===== src/rtl/fc_layer_sequencer.sv =====
// Sequences one fully connected layer pass: operand fetch, result capture,
// optional backprop wait, and a watchdog that aborts a stalled datapath.
module fc_layer_sequencer #(
  parameter int INPUT_SIZE  = 120,
  parameter int OUTPUT_SIZE = 10,
  parameter int DATA_W      = 16,
  parameter int TIMEOUT     = 4096,
  localparam int IAW = (INPUT_SIZE > 1) ? $clog2(INPUT_SIZE) : 1,
  localparam int OAW = (OUTPUT_SIZE > 1) ? $clog2(OUTPUT_SIZE) : 1,
  localparam int CW  = $clog2(OUTPUT_SIZE + 1),
  localparam int WW  = $clog2(TIMEOUT + 1)
) (
  input  logic              clk,
  input  logic              reset,
  input  logic              start,
  input  logic              train,
  input  logic [DATA_W-1:0] lr_in,
  output logic              busy,
  output logic              done,
  output logic              timeout_err,
  output logic              in_rd_en,
  output logic [IAW-1:0]    in_rd_addr,
  input  logic [DATA_W-1:0] in_rd_data,
  output logic              err_rd_en,
  output logic [OAW-1:0]    err_rd_addr,
  input  logic [DATA_W-1:0] err_rd_data,
  output logic              fc_enable,
  input  logic [IAW-1:0]    fc_input_addr,
  output logic [DATA_W-1:0] fc_input_data,
  output logic              fc_input_valid,
  input  logic [DATA_W-1:0] fc_output_data,
  input  logic [OAW-1:0]    fc_output_addr,
  input  logic              fc_output_valid,
  input  logic              fc_done,
  input  logic              fc_backprop_done,
  output logic [DATA_W-1:0] fc_output_error,
  output logic [DATA_W-1:0] fc_learning_rate,
  output logic              out_wr_en,
  output logic [OAW-1:0]    out_wr_addr,
  output logic [DATA_W-1:0] out_wr_data
);

  typedef enum logic [2:0] {
    S_IDLE, S_KICK, S_FETCH, S_PRESENT,
    S_GAP, S_FINISH, S_DONE
  } state_t;

  state_t            state_q, state_d;
  logic              busy_q, busy_d;
  logic              done_q, done_d;
  logic              tmo_q, tmo_d;
  logic              train_q, train_d;
  logic [DATA_W-1:0] lr_q, lr_d;
  logic              fc_en_q, fc_en_d;
  logic              rd_en_q, rd_en_d;
  logic [IAW-1:0]    rd_addr_q, rd_addr_d;
  logic              in_vld_q, in_vld_d;
  logic              wr_en_q, wr_en_d;
  logic [OAW-1:0]    wr_addr_q, wr_addr_d;
  logic [DATA_W-1:0] wr_data_q, wr_data_d;
  logic [CW-1:0]     cnt_q, cnt_d;
  logic [WW-1:0]     wd_q, wd_d;
  logic              fdone_q, fdone_d;
  logic              bdone_q, bdone_d;
  logic              err_vld_q, err_vld_d;
  logic              fdone_now, bdone_now, act;

  always_comb begin
    state_d   = state_q;
    busy_d    = busy_q;
    done_d    = 1'b0;
    tmo_d     = tmo_q;
    train_d   = train_q;
    lr_d      = lr_q;
    fc_en_d   = 1'b0;
    rd_en_d   = 1'b0;
    rd_addr_d = rd_addr_q;
    in_vld_d  = 1'b0;
    wr_en_d   = 1'b0;
    wr_addr_d = wr_addr_q;
    wr_data_d = wr_data_q;
    cnt_d     = cnt_q;
    err_vld_d = busy_q & train_q;

    fdone_now = fdone_q | (busy_q & fc_done);
    bdone_now = bdone_q | (busy_q & fc_backprop_done);
    fdone_d   = fdone_now;
    bdone_d   = bdone_now;

    act  = in_vld_q | wr_en_q | fc_done | fc_backprop_done;
    wd_d = '0;
    if (busy_q && !act) wd_d = wd_q + WW'(1);

    // Each neuron is written once, strictly in index order.
    if (busy_q && fc_output_valid &&
        CW'(fc_output_addr) == cnt_q &&
        cnt_q < CW'(OUTPUT_SIZE)) begin
      wr_en_d   = 1'b1;
      wr_addr_d = fc_output_addr;
      wr_data_d = fc_output_data;
      cnt_d     = cnt_q + CW'(1);
    end

    unique case (state_q)
      S_IDLE: begin
        if (start) begin
          train_d = train;
          lr_d    = lr_in;
          tmo_d   = 1'b0;
          cnt_d   = '0;
          fdone_d = 1'b0;
          bdone_d = 1'b0;
          busy_d  = 1'b1;
          fc_en_d = 1'b1;
          state_d = S_KICK;
        end
      end
      S_KICK: begin
        rd_en_d   = 1'b1;
        rd_addr_d = fc_input_addr;
        state_d   = S_FETCH;
      end
      S_FETCH: begin
        in_vld_d = 1'b1;
        state_d  = S_PRESENT;
      end
      S_PRESENT: state_d = S_GAP;
      S_GAP: begin
        if (fdone_now) begin
          state_d = S_FINISH;
        end else begin
          rd_en_d   = 1'b1;
          rd_addr_d = fc_input_addr;
          state_d   = S_FETCH;
        end
      end
      S_FINISH: begin
        if (fdone_now && (!train_q || bdone_now)) begin
          done_d  = 1'b1;
          state_d = S_DONE;
        end
      end
      S_DONE: begin
        busy_d  = 1'b0;
        state_d = S_IDLE;
      end
      default: state_d = S_IDLE;
    endcase

    if (busy_q && state_q != S_DONE &&
        wd_d == WW'(TIMEOUT - 1)) begin
      tmo_d    = 1'b1;
      done_d   = 1'b1;
      fc_en_d  = 1'b0;
      rd_en_d  = 1'b0;
      in_vld_d = 1'b0;
      wr_en_d  = 1'b0;
      cnt_d    = cnt_q;
      state_d  = S_DONE;
    end
  end

  always_ff @(posedge clk or posedge reset) begin
    if (reset) begin
      state_q   <= S_IDLE;
      busy_q    <= 1'b0;
      done_q    <= 1'b0;
      tmo_q     <= 1'b0;
      train_q   <= 1'b0;
      lr_q      <= '0;
      fc_en_q   <= 1'b0;
      rd_en_q   <= 1'b0;
      rd_addr_q <= '0;
      in_vld_q  <= 1'b0;
      wr_en_q   <= 1'b0;
      wr_addr_q <= '0;
      wr_data_q <= '0;
      cnt_q     <= '0;
      wd_q      <= '0;
      fdone_q   <= 1'b0;
      bdone_q   <= 1'b0;
      err_vld_q <= 1'b0;
    end else begin
      state_q   <= state_d;
      busy_q    <= busy_d;
      done_q    <= done_d;
      tmo_q     <= tmo_d;
      train_q   <= train_d;
      lr_q      <= lr_d;
      fc_en_q   <= fc_en_d;
      rd_en_q   <= rd_en_d;
      rd_addr_q <= rd_addr_d;
      in_vld_q  <= in_vld_d;
      wr_en_q   <= wr_en_d;
      wr_addr_q <= wr_addr_d;
      wr_data_q <= wr_data_d;
      cnt_q     <= cnt_d;
      wd_q      <= wd_d;
      fdone_q   <= fdone_d;
      bdone_q   <= bdone_d;
      err_vld_q <= err_vld_d;
    end
  end

  assign busy             = busy_q;
  assign done             = done_q;
  assign timeout_err      = tmo_q;
  assign fc_enable        = fc_en_q;
  assign in_rd_en         = rd_en_q;
  assign in_rd_addr       = rd_addr_q;
  assign fc_input_valid   = in_vld_q;
  // RAM data arrives one cycle after the read, i.e. while the strobe is up.
  assign fc_input_data    = in_vld_q ? in_rd_data : '0;
  assign err_rd_en        = busy_q & train_q;
  assign err_rd_addr      = err_rd_en ? fc_output_addr : '0;
  assign fc_output_error  = err_vld_q ? err_rd_data : '0;
  assign fc_learning_rate = lr_q;
  assign out_wr_en        = wr_en_q;
  assign out_wr_addr      = wr_addr_q;
  assign out_wr_data      = wr_data_q;

endmodule

===== config.mk =====
export PLATFORM = sky130hd
export DESIGN_NAME = fc_layer_sequencer
export DESIGN_NICKNAME = d
export VERILOG_FILES = /design/src/rtl/fc_layer_sequencer.sv
export SDC_FILE = /design/constraint.sdc
export NUM_CORES = 1
export LEC_CHECK = 0
export CAP_MARGIN = 20
export CORE_ASPECT_RATIO = 1.25
export CORE_MARGIN = 2
export CORE_UTILIZATION = 41
export CTS_CLUSTER_SIZE = 14
export DETAILED_ROUTE_END_ITERATION = 8
export GPL_TIMING_DRIVEN = 0
export MAX_ROUTING_LAYER = met4
export PLACE_DENSITY = 0.79
export SLEW_MARGIN = 20
export SYNTH_ARGS = -nofsm -noshare
export SYNTH_HDL_FRONTEND = slang
export SYNTH_SLANG_ARGS = --single-unit
export TNS_END_PERCENT = 100

===== constraint.sdc =====
create_clock -name clk -period 2.6 [get_ports clk]
set_input_delay 0.26 -clock clk [delete_from_list [all_inputs] [get_ports clk]]
set_output_delay 0.26 -clock clk [all_outputs]
set_load 0.01 [all_outputs]

### Word-level counts from Yosys, hierarchy flattened

Index checks and enable logic that the tools add are counted.

* flip-flop bits (word level): 74
* input port bits: 82
* output and inout bits: 87
* logic and storage cells: 98

* $add $sub $neg: 2
* order comparisons: 1
* equality and inequality tests: 13
* multiplexer cells: 36
* bitwise gates (word level): 8
* reductions and logical operators: 20

Operator list (count)
* $mux W16: 2
* $mux W1: 20
* $pmux W3 S6: 1
* $mux W4: 4
* $pmux W7 S2: 1
* $add A13 B1 Y13 const B: 1
* $eq A13 B12 Y1 const B: 1
* $mux W13: 1
* $mux W3: 4
* $reduce_and A2 Y1: 5
* $eq A3 B3 Y1 const B: 3
* $ne A3 B3 Y1 const B: 3
* $reduce_bool A2 Y1: 4
* $logic_and A1 B1 Y1: 7
* $mux W7: 1
* $eq A3 B2 Y1 const B: 2
* $or A1 B1 Y1: 5
* $add A4 B1 Y4 const B: 1
* $eq A4 B4 Y1: 1
* $lt A4 B4 Y1 const B: 1
* $ne A2 B2 Y1 const B: 2
* $pmux W1 S2: 2
* $and A1 B1 Y1: 3
* $eq A3 B1 Y1 const B: 1
* 3 further kinds: 4

### Longest topological paths before layout

Gate-level depths: netlist of the first run.

* depth after elaboration: 10
* mapped depth: 8
* mapped depth without buffers: 7

### Worst setup path after synthesis of the first run

OpenSTA, ideal clock, no wires.

* kind: flip-flop to flip-flop
* from: register wd_q[0]
* to: register cnt_q[0]
* library setup time: 121 ps
* arrival time: 2011 ps
* data required time: 2479 ps
* slack: 468 ps
* cell stages (with the launch flop): 8
* path buffers: 0
* period minus slack after synthesis: 2132 ps
* path through: dfrtp_1 -> ha_1 -> nand2_1 -> or4_1 -> and2_1 -> and4bb_1 -> nand2_2 -> a22o_1

* word-level cells in the longest chain between the ends: 4

RTL lines
* start: declaration: line 62 `logic [WW-1:0] wd_q, wd_d;`
* start signal: assignment: line 198 `wd_q <= wd_d;`
* $add A13 B1 Y13: line 92 `if (busy_q && !act) wd_d = wd_q + WW'(1);`
* $mux W13: line 92
* $eq A13 B12 Y1: line 151 `wd_d == WW'(TIMEOUT - 1)) begin`
* $logic_and A1 B1 Y1: line 150 `if (busy_q && state_q != S_DONE &&`
* end signal: assignment: line 197 `cnt_q <= cnt_d;`
* end: declaration: line 61 `logic [CW-1:0] cnt_q, cnt_d;`

Every way passes these cells.
A chain may end at the register's enable or synchronous reset.

### Worst setup path in the final report of the first run

Ends and elaborated chain as after synthesis.

==> results of run 1 <==
==> synth_stat cells (2+ instances only) <==
cell type   n
o21ai_1     2
a21oi_1    12
or4_1       2
buf_2       2
mux2_2     27
nand3b_1    4
or3_1       3
dfrtp_1    74
a211oi_1    2
nor3_1      4
and2_1     36
ha_1        2
o31ai_1     2
and3_1      8
a31oi_1     2
a2111oi_0   2
xnor2_1     3
a22oi_1     2
nor2_1     19
nor2b_1     2
nand3_1     5
clkbuf_1   11
inv_1       8
xor2_1      6
nand4_1     2
nand2b_1    2
nand2_1    68
o21ai_0     4
==> state kept, by name, indices dropped and copies added (netlist names), 3 cells and up <==
| name | flops |
|---|---|
| cnt_q | 4 |
| fc_learning_rate | 16 |
| in_rd_addr | 7 |
| out_wr_addr | 4 |
| out_wr_data | 16 |
| state_q | 3 |
| wd_q | 13 |
==> cell families (layout without fill, tap and decap cells) <==
| kind of cell | Yosys count | in the layout | synth area share |
|---|---|---|---|
| simple gates | 166 | 166 | 0.250 |
| fa+ha+maj | 2 | 2 | 0.00726 |
| buf+inv | 21 | 207 | 0.0236 |
| mux | 27 | 27 | 0.0882 |
| flops | 74 | 74 | 0.537 |
| compound gates | 36 | 36 | 0.0704 |
| xor+xnor | 9 | 9 | 0.0229 |
==> stage by stage <==
step                      worst slack (ps)  hold WS, ps  std cells   util
after floorplan                        458          365        335      -
after global placement                -699          457        600  0.641
after detailed placement              -114          463        601  0.644
after CTS                             52.6          240        616  0.668
after global routing                  28.7          267        618  0.670
final                                  166          232        618  0.670
==> metal layers <==
layer,vias up,global-route usage,part of all wire
li1,1501,-,-
met1,1491,0.237,0.38
met2,108,0.358,0.54
met3,20,0.0458,0.065
met4,0,0.0850,0.020
met5,-,-,0
==> final cells by class <==
class                      instances  area, µm²
timing repair buffer             171       1720
fill                             659       2700
multi-input combinational        240       1520
tap                               97        121
clock inverter                     6       67.6
inverter                           8       32.5
sequential                        74       1850
buffer                            13       51.3
clock buffer                       9        124
==> final timing paths <==
check,startpoint,to,slack [ps],cells past startpoint
worst max-delay path,wd_q[0],cnt_q[0],170,7
worst min register to register,fc_learning_rate[11],fc_learning_rate[11],480,2
max in group asynchronous,reset,out_wr_addr[2],1830,3
min in group clk,lr_in[7],fc_learning_rate[7],430,3
worst max register to register,wd_q[0],cnt_q[0],170,7
worst min-delay path,reset,fc_learning_rate[12],230,2
==> power groups by stage <==
stage / clock (µW) / combinational, µW / sequential (µW)
after global routing: 934 / 2470 / 1880
after floorplan: 0 / 837 / 1970
after detailed placement: 0 / 2290 / 1840
after global placement: 0 / 2230 / 1820
after CTS: 889 / 2300 / 1820
final: 875 / 2270 / 1820
==> timing repair <==
item	4_1_cts	5_1_grt
hold buffers	0	0
setup endpoints to repair	0	8
gates resized for setup	0	1
setup buffers	0	2
endpoints found under the hold margin	0	0
==> flow_summary.yaml, run 1 <==
clock_tree:
  clockBufferDepth: 2
  cts_inserted_buffers: 9
  cts-root-buf: "clkbuf_8"
  cts.htree.levels: 3
  cts_tree: "done"
  clock_latency_ps: 350
  clk_pin_slew_worst_paths_ps: 80
  clkSinkCount: 74
detailed_routing:
  drtPass1Iterations: 4
  dr_total_vias: 3120
  drt-initial-drc-count: 185
  wl_per_cell_um: 14.7
  avgViaCountPerCell: 5.05
  drc: 0
  drt_wl_total_um: 9080
  ant_nets: 0
floorplanning:
  die_area_um2: 9160
  core_um2: 8190
  initial_core_util: 0.421
  fp-row-count: 37
  io_pins: 169
  die_x_um: 86.0
  die_h_um: 106
grt:
  overflow: 0
  grt_pass1_vias: 3216
  grt_pass1_wl_um: 14900
  track_usage: 0.210
  antenna_found_initial: 0
  grt_max_degree: 48
critical_path:
  crit_path_cell_trace: "ha_1, nand2_1, or4_1, and2_1, and4bb_1, nand2_2, a22o_1"
  critPathTopFamily: "simple AND/OR/NAND/NOR gates"
  worstPathMaxFanout: 7
  worstSetupStartpointType: "flip-flop"
  critPathCaptureType: "flip-flop"
  critPathKind: "flip-flop to flip-flop"
  worstPathArrival_ps: 2670
  critical-path-max-stage-delay_ps: 520
  critPathRequiredTime_ps: 2840
  cp_slowest_cell: "or4_1"
  cp_num_buf_inv: 0
yosys:
  ys_ff_latch: 74
  netlist_instances: 335
  synthArstFlopShare: 1.00
  synth_flop_cell: "dfrtp_1"
  yosysTopAreaCell: "dfrtp_1"
  yosysSeqAreaShare: 0.537
  syn_area_per_cell_um2: 10.3
  synthesis.nets: 419
  synth_top_area_frac: 0.537
  synth-edff-count: 0
  syn_area_um2: 3450
  synth_cell_types: 47
  netlist_top_cells_area: "dfrtp_1, mux2_2, nand2_1, and2_1, nor2_1"
  yosysWarnings: 0
timing:
  max-slew-margin-rel: 0.393
  timing.final.crit_period_ps: 2430
  maxSlewViolCount: 0
  fmax_mhz: 411
  rsz0062_at_grt: "false"
  final-setup-viol-count: 0
  clock_skew_ps: 6.80
  period_share: 0.936
  hold_viol_final: 0
  tightestPinTransition_ps: 898
  totalNegativeSetupSlack_ps: 0
layout:
  nNetsFinal: 601
  layout-drive-gt1-share: 0.107
  mostFrequentLayoutCell: "clkdlybuf4s50_1"
  mostFrequentLayoutCells: "clkdlybuf4s50_1, dfrtp_1, nand2_1"
  area_growth_pct: 59.4
  fin_area_um2: 5490
  antenna_cells: 0
power_and_ir_drop:
  p_clk_frac: 0.176
  p_seq_frac: 0.366
  power_uw: 4970
  leakagePower_uw: 0.00240
  p_int_uw: 3330
  ir_worst_vdd_v: 0.000672
  combinationalPowerShare: 0.458
  power_switching_uw: 1640
  p_per_area_nw_per_um2: 905
  p_sw_frac: 0.330
place:
  placed_area_um2: 5280
  dp_hpwl_um: 6870
  gp_congestion: 0.815
  io_buffers: 168
run_status:
  outcome: "finished, final reports clean"
min_path:
  hold_path_class: "input pin to asynchronous set/reset pin"
run:
  drv_cap: 0
Note: power is estimated with default switching activity, not from simulation.
==> run 2: changes to the inputs <==
--- a/config.mk
+++ b/config.mk
@@ -14,6 +14,7 @@
 export GPL_TIMING_DRIVEN = 0
 export MAX_ROUTING_LAYER = met4
 export PLACE_DENSITY = 0.79
+export RECOVER_POWER = 100
 export SLEW_MARGIN = 20
 export SYNTH_ARGS = -nofsm -noshare
 export SYNTH_HDL_FRONTEND = slang
==> flow_summary.yaml, run 2 (same netlist as run 1, synthesis figures left out) <==
clock_tree:
  cts_tree: "done"
  clk_pin_slew_worst_paths_ps: 80
  cts_inserted_buffers: 9
  clock_latency_ps: 350
  clockBufferDepth: 2
  cts-root-buf: "clkbuf_8"
  cts.htree.levels: 3
  clkSinkCount: 74
floorplanning:
  die_h_um: 106
  core_um2: 8190
  fp-row-count: 37
  initial_core_util: 0.421
  io_pins: 169
  die_x_um: 86.0
  die_area_um2: 9160
timing:
  fin_ws_ps: 192
  period_share: 0.926
  totalNegativeSetupSlack_ps: 0
  whs_ps: 430
  final-setup-viol-count: 0
  max-slew-margin-rel: 0.161
  clock_skew_ps: 5.94
  maxSlewViolCount: 0
  rsz0062_at_grt: "false"
  hold_viol_final: 0
  timing.final.crit_period_ps: 2410
  fmax_mhz: 415
  tightestPinTransition_ps: 1250
run:
  drv_cap: 0
grt:
  grt_most_used_layer: "met2"
  met2_usage: 0.358
  overflow: 0
  antenna_found_initial: 0
  grt_pass1_wl_um: 14900
  grt.met3_usage: 0.0458
  grt_util_met1: 0.237
  grt_max_degree: 48
  grt_pass1_vias: 3216
  track_usage: 0.210
layout:
  seqCellArea_um2: 1850
  mostFrequentLayoutCells: "clkdlybuf4s50_1, dlygate4sd3_1, dfrtp_1"
  area_growth_pct: 59.2
  mostFrequentLayoutCell: "clkdlybuf4s50_1"
  antenna_cells: 0
  multiInputGateArea_um2: 1520
  fillCellCount: 660
  stdcell_count: 618
  layout-drive-gt1-share: 0.104
  fin_util: 0.669
  nNetsFinal: 601
power_and_ir_drop:
  combinationalPowerShare: 0.440
  power_switching_uw: 1620
  p_int_uw: 3160
  p_sw_frac: 0.339
  p_per_area_nw_per_um2: 871
  leakagePower_uw: 0.00252
  p_clk_frac: 0.183
  p_seq_frac: 0.377
  ir_worst_vdd_v: 0.000656
critical_path:
  critPathCaptureType: "flip-flop"
  worstSetupStartpointType: "flip-flop"
  critPathKind: "flip-flop to flip-flop"
  worstPathArrival_ps: 2650
  critPathRequiredTime_ps: 2840
  worstPathMaxFanout: 7
place:
  dpl.cell_count: 601
  gp_congestion: 0.815
  place_ws_ps: -114
  dp_hpwl_um: 6870
  io_buffers: 168
detailed_routing:
  wl_per_cell_um: 14.6
  drc: 0
  dr_total_vias: 3135
  drtPass1Iterations: 4
  ant_nets: 0
  avgViaCountPerCell: 5.07
  drt-initial-drc-count: 229
  drt_wl_total_um: 9040
run_status:
  outcome: "finished, final reports clean"
min_path:
  hold_path_class: "input pin to flip-flop"
-- run 2: cell types whose count changed in the layout (fill, tap and decap cells not counted), sizes merged --
cell / change
dlygate4sd3: +78
buf: -2
inv: -1
clkdlybuf4s50: -78
clkbuf: +2
clkinvlp: +1
-- run 2: worst max-delay path, stage by stage, from the launching register on --
cell and delay (ps):
dfrtp_1 490, ha_1 320, nand2_1 160, or4_1 520, and2_0 190, and4bb_1 330
nand2_2 100, a22o_1 210
-- run 2: final cells by class --
type | instances | share of cell area
clock inverters | 6 | 0.0123
plain buffers | 13 | 0.00912
flip-flops and latches | 74 | 0.338
multi-input cells | 240 | 0.277
well taps | 97 | 0.0221
repair buffers | 171 | 0.314
clock buffers | 9 | 0.0226
inverters | 8 | 0.00570
-- run 2: metrics by stage --
stage | power (µW) | instance area (µm²)
after floorplan | 2810 | 3450
after global placement | 4060 | 5250
after detailed placement | 4130 | 5280
after CTS | 5020 | 5470
after global routing | 5090 | 5490
final | 4780 | 5490
-- run 2: power by group through the flow --
stage | sequential [µW] | combinational, µW | clock, µW
global placement | 1820 | 2230 | 0
finish | 1800 | 2100 | 875
global route | 1870 | 2290 | 934
floorplan | 1970 | 837 | 0
CTS | 1820 | 2300 | 889
detailed placement | 1840 | 2290 | 0
-- run 2: what timing repair did --
| item | in CTS | in global routing |
|---|---|---|
| endpoints found under the setup margin | 0 | 8 |
| resized for setup | 0 | 1 |
| hold buffers | 0 | 0 |
| buffers inserted | 0 | 2 |
-- run 2: per-layer routing --
| layer | up-vias | share of wire |
|---|---|---|
| li1 | 1505 | - |
| met1 | 1496 | 0.38 |
| met2 | 110 | 0.53 |
| met3 | 24 | 0.066 |
| met4 | 0 | 0.024 |
| met5 | - | 0 |
-- run 2: worst paths after layout --
kind | startpoint | to | slack, ps | cells after the start
max in group asynchronous | reset | out_wr_addr[2] | 1240 | 3
worst min register to register | fc_learning_rate[11] | fc_learning_rate[11] | 470 | 2
min in group asynchronous | reset | fc_learning_rate[12] | 620 | 2
worst max-delay path | wd_q[0] | cnt_q[0] | 190 | 7
worst min-delay path | lr_in[7] | fc_learning_rate[7] | 430 | 3
worst max register to register | wd_q[0] | cnt_q[0] | 190 | 7
==> run 3: changes to the inputs <==
--- a/config.mk
+++ b/config.mk
@@ -7,7 +7,6 @@
 export LEC_CHECK = 0
 export CAP_MARGIN = 20
 export CORE_ASPECT_RATIO = 1.25
-export CORE_MARGIN = 2
 export CORE_UTILIZATION = 41
 export CTS_CLUSTER_SIZE = 14
 export DETAILED_ROUTE_END_ITERATION = 8
==> flow_summary.yaml, run 3 (same netlist as run 1, synthesis figures left out) <==
run_status:
  outcome: "complete, but fails checks"
  violations: "design-rule violations"
min_path:
  hold_path_class: "input pin to flip-flop"
timing:
  clock_skew_ps: 9.93
  fmax_mhz: 413
  totalNegativeSetupSlack_ps: 0
  max-slew-margin-rel: 0.232
  hold_viol_final: 0
  whs_ps: 431
  tightestPinTransition_ps: 1150
  period_share: 0.932
  timing.final.crit_period_ps: 2420
  final-setup-viol-count: 0
  maxSlewViolCount: 0
  rsz0062_at_grt: "false"
place:
  io_buffers: 168
  gp_congestion: 0.858
  placed_area_um2: 5280
  dp_hpwl_um: 6680
detailed_routing:
  drtPass1Iterations: 8
  drt-initial-drc-count: 134
  wl_per_cell_um: 14.3
  dr_total_vias: 3130
  drc: 22
  ant_nets: 0
  drt_wl_total_um: 8830
  avgViaCountPerCell: 5.06
floorplanning:
  io_pins: 169
  initial_core_util: 0.421
  die_x_um: 84.0
  die_area_um2: 8780
  fp-row-count: 37
  die_h_um: 104
  core_um2: 8190
power_and_ir_drop:
  ir_worst_vdd_v: 0.000688
  p_clk_frac: 0.192
  power_switching_uw: 1640
  leakagePower_uw: 0.00254
  p_seq_frac: 0.375
  combinationalPowerShare: 0.433
  p_per_area_nw_per_um2: 878
  p_int_uw: 3200
  p_sw_frac: 0.339
critical_path:
  crit_path_cell_trace: "ha_1, nand2_1, or4_1, and2_0, and4bb_1, nand2_2, a22o_1"
  critical-path-max-stage-delay_ps: 510
  worstSetupStartpointType: "flip-flop"
  critPathKind: "flip-flop to flip-flop"
  cp_slowest_cell: "or4_1"
  cp_num_buf_inv: 0
  critPathRequiredTime_ps: 2840
  worstPathArrival_ps: 2660
  worstPathMaxFanout: 7
  critPathCaptureType: "flip-flop"
  critPathTopFamily: "simple AND/OR/NAND/NOR gates"
layout:
  nNetsFinal: 601
  fin_area_um2: 5510
  antenna_cells: 0
  seqCellArea_um2: 1850
  fillCellCount: 645
  mostFrequentLayoutCells: "clkdlybuf4s50_1, dlygate4sd3_1, dfrtp_1"
  multiInputGateArea_um2: 1520
  area_growth_pct: 59.8
  mostFrequentLayoutCell: "clkdlybuf4s50_1"
  layout-drive-gt1-share: 0.107
clock_tree:
  cts-root-buf: "clkbuf_8"
  clk_pin_slew_worst_paths_ps: 90
  clock_latency_ps: 350
  cts_tree: "done"
  cts_inserted_buffers: 9
  clkSinkCount: 74
  cts.htree.levels: 3
  clockBufferDepth: 2
grt:
  overflow: 0
  antenna_found_initial: 0
  track_usage: 0.219
  grt_pass1_wl_um: 14900
  grt_max_degree: 51
  grt_pass1_vias: 3150
run:
  drv_cap: 0
## run 3: cell types whose count changed in the layout (fill, tap and decap cells not counted), sizes merged
| cell | delta |
|---|---|
| dlygate4sd3 | +1 |
| clkdlybuf4s50 | -1 |
| clkinvlp | -1 |
| clkbuf | +1 |
| inv | +1 |
## run 3: cell type report
| type | count | area share |
|---|---|---|
| clock buffer | 10 | 0.0250 |
| multi-input combinational | 240 | 0.276 |
| buffer | 13 | 0.00909 |
| tap | 97 | 0.0220 |
| timing repair buffer | 171 | 0.313 |
| clock inverter | 6 | 0.0132 |
| sequential | 74 | 0.336 |
| inverter | 8 | 0.00568 |
## run 3: worst paths after layout
path	to	cells past startpoint	slack [ps]	from
setup / recovery	cnt_q[0]	7	180	wd_q[0]
hold / removal	fc_learning_rate[9]	3	430	lr_in[9]
setup reg to reg	cnt_q[0]	7	180	wd_q[0]
hold reg to reg	fc_learning_rate[9]	2	480	fc_learning_rate[9]
max in group asynchronous	done	3	1270	reset
min in group asynchronous	out_wr_data[12]	2	600	reset
## run 3: power by group through the flow
stage | clock (µW) | sequential [µW] | combinational, µW
2_1_floorplan | 0 | 1970 | 837
5_1_grt | 1010 | 1880 | 2280
3_3_place_gp | 0 | 1830 | 2230
3_5_place_dp | 0 | 1850 | 2290
4_1_cts | 946 | 1840 | 2300
6_report | 931 | 1810 | 2090
## run 3: metal layers
| metal | GRT usage | vias up | share of wire |
|---|---|---|---|
| met4 | 0.0813 | 0 | 0.021 |
| met5 | - | - | 0 |
| met3 | 0.0571 | 15 | 0.059 |
| met1 | 0.250 | 1505 | 0.39 |
| met2 | 0.368 | 113 | 0.53 |
| li1 | - | 1497 | - |
## run 3: through the flow
step,power [µW],worst slack [ps],std cells,utilization
global placement,4050,-721,600,0.641
detailed placement,4130,-179,601,0.644
floorplan,2810,458,335,-
CTS,5080,52.9,617,0.671
finish,4840,176,619,0.672
global route,5160,58.6,619,0.672
## run 3: worst register-to-register path, stage by stage, from the launching register on
cell and delay, ps:
dfrtp_1 480, ha_1 320, nand2_1 150, or4_1 510, and2_0 200, and4bb_1 350, nand2_2 100, a22o_1 200
## run 3: what timing repair did
item / 4_1_cts / 5_1_grt
resized for setup: 1 / 0
pin swaps: 0 / 1
setup buffers: 0 / 2
hold buffers: 0 / 0
setup endpoints to repair: 1 / 4
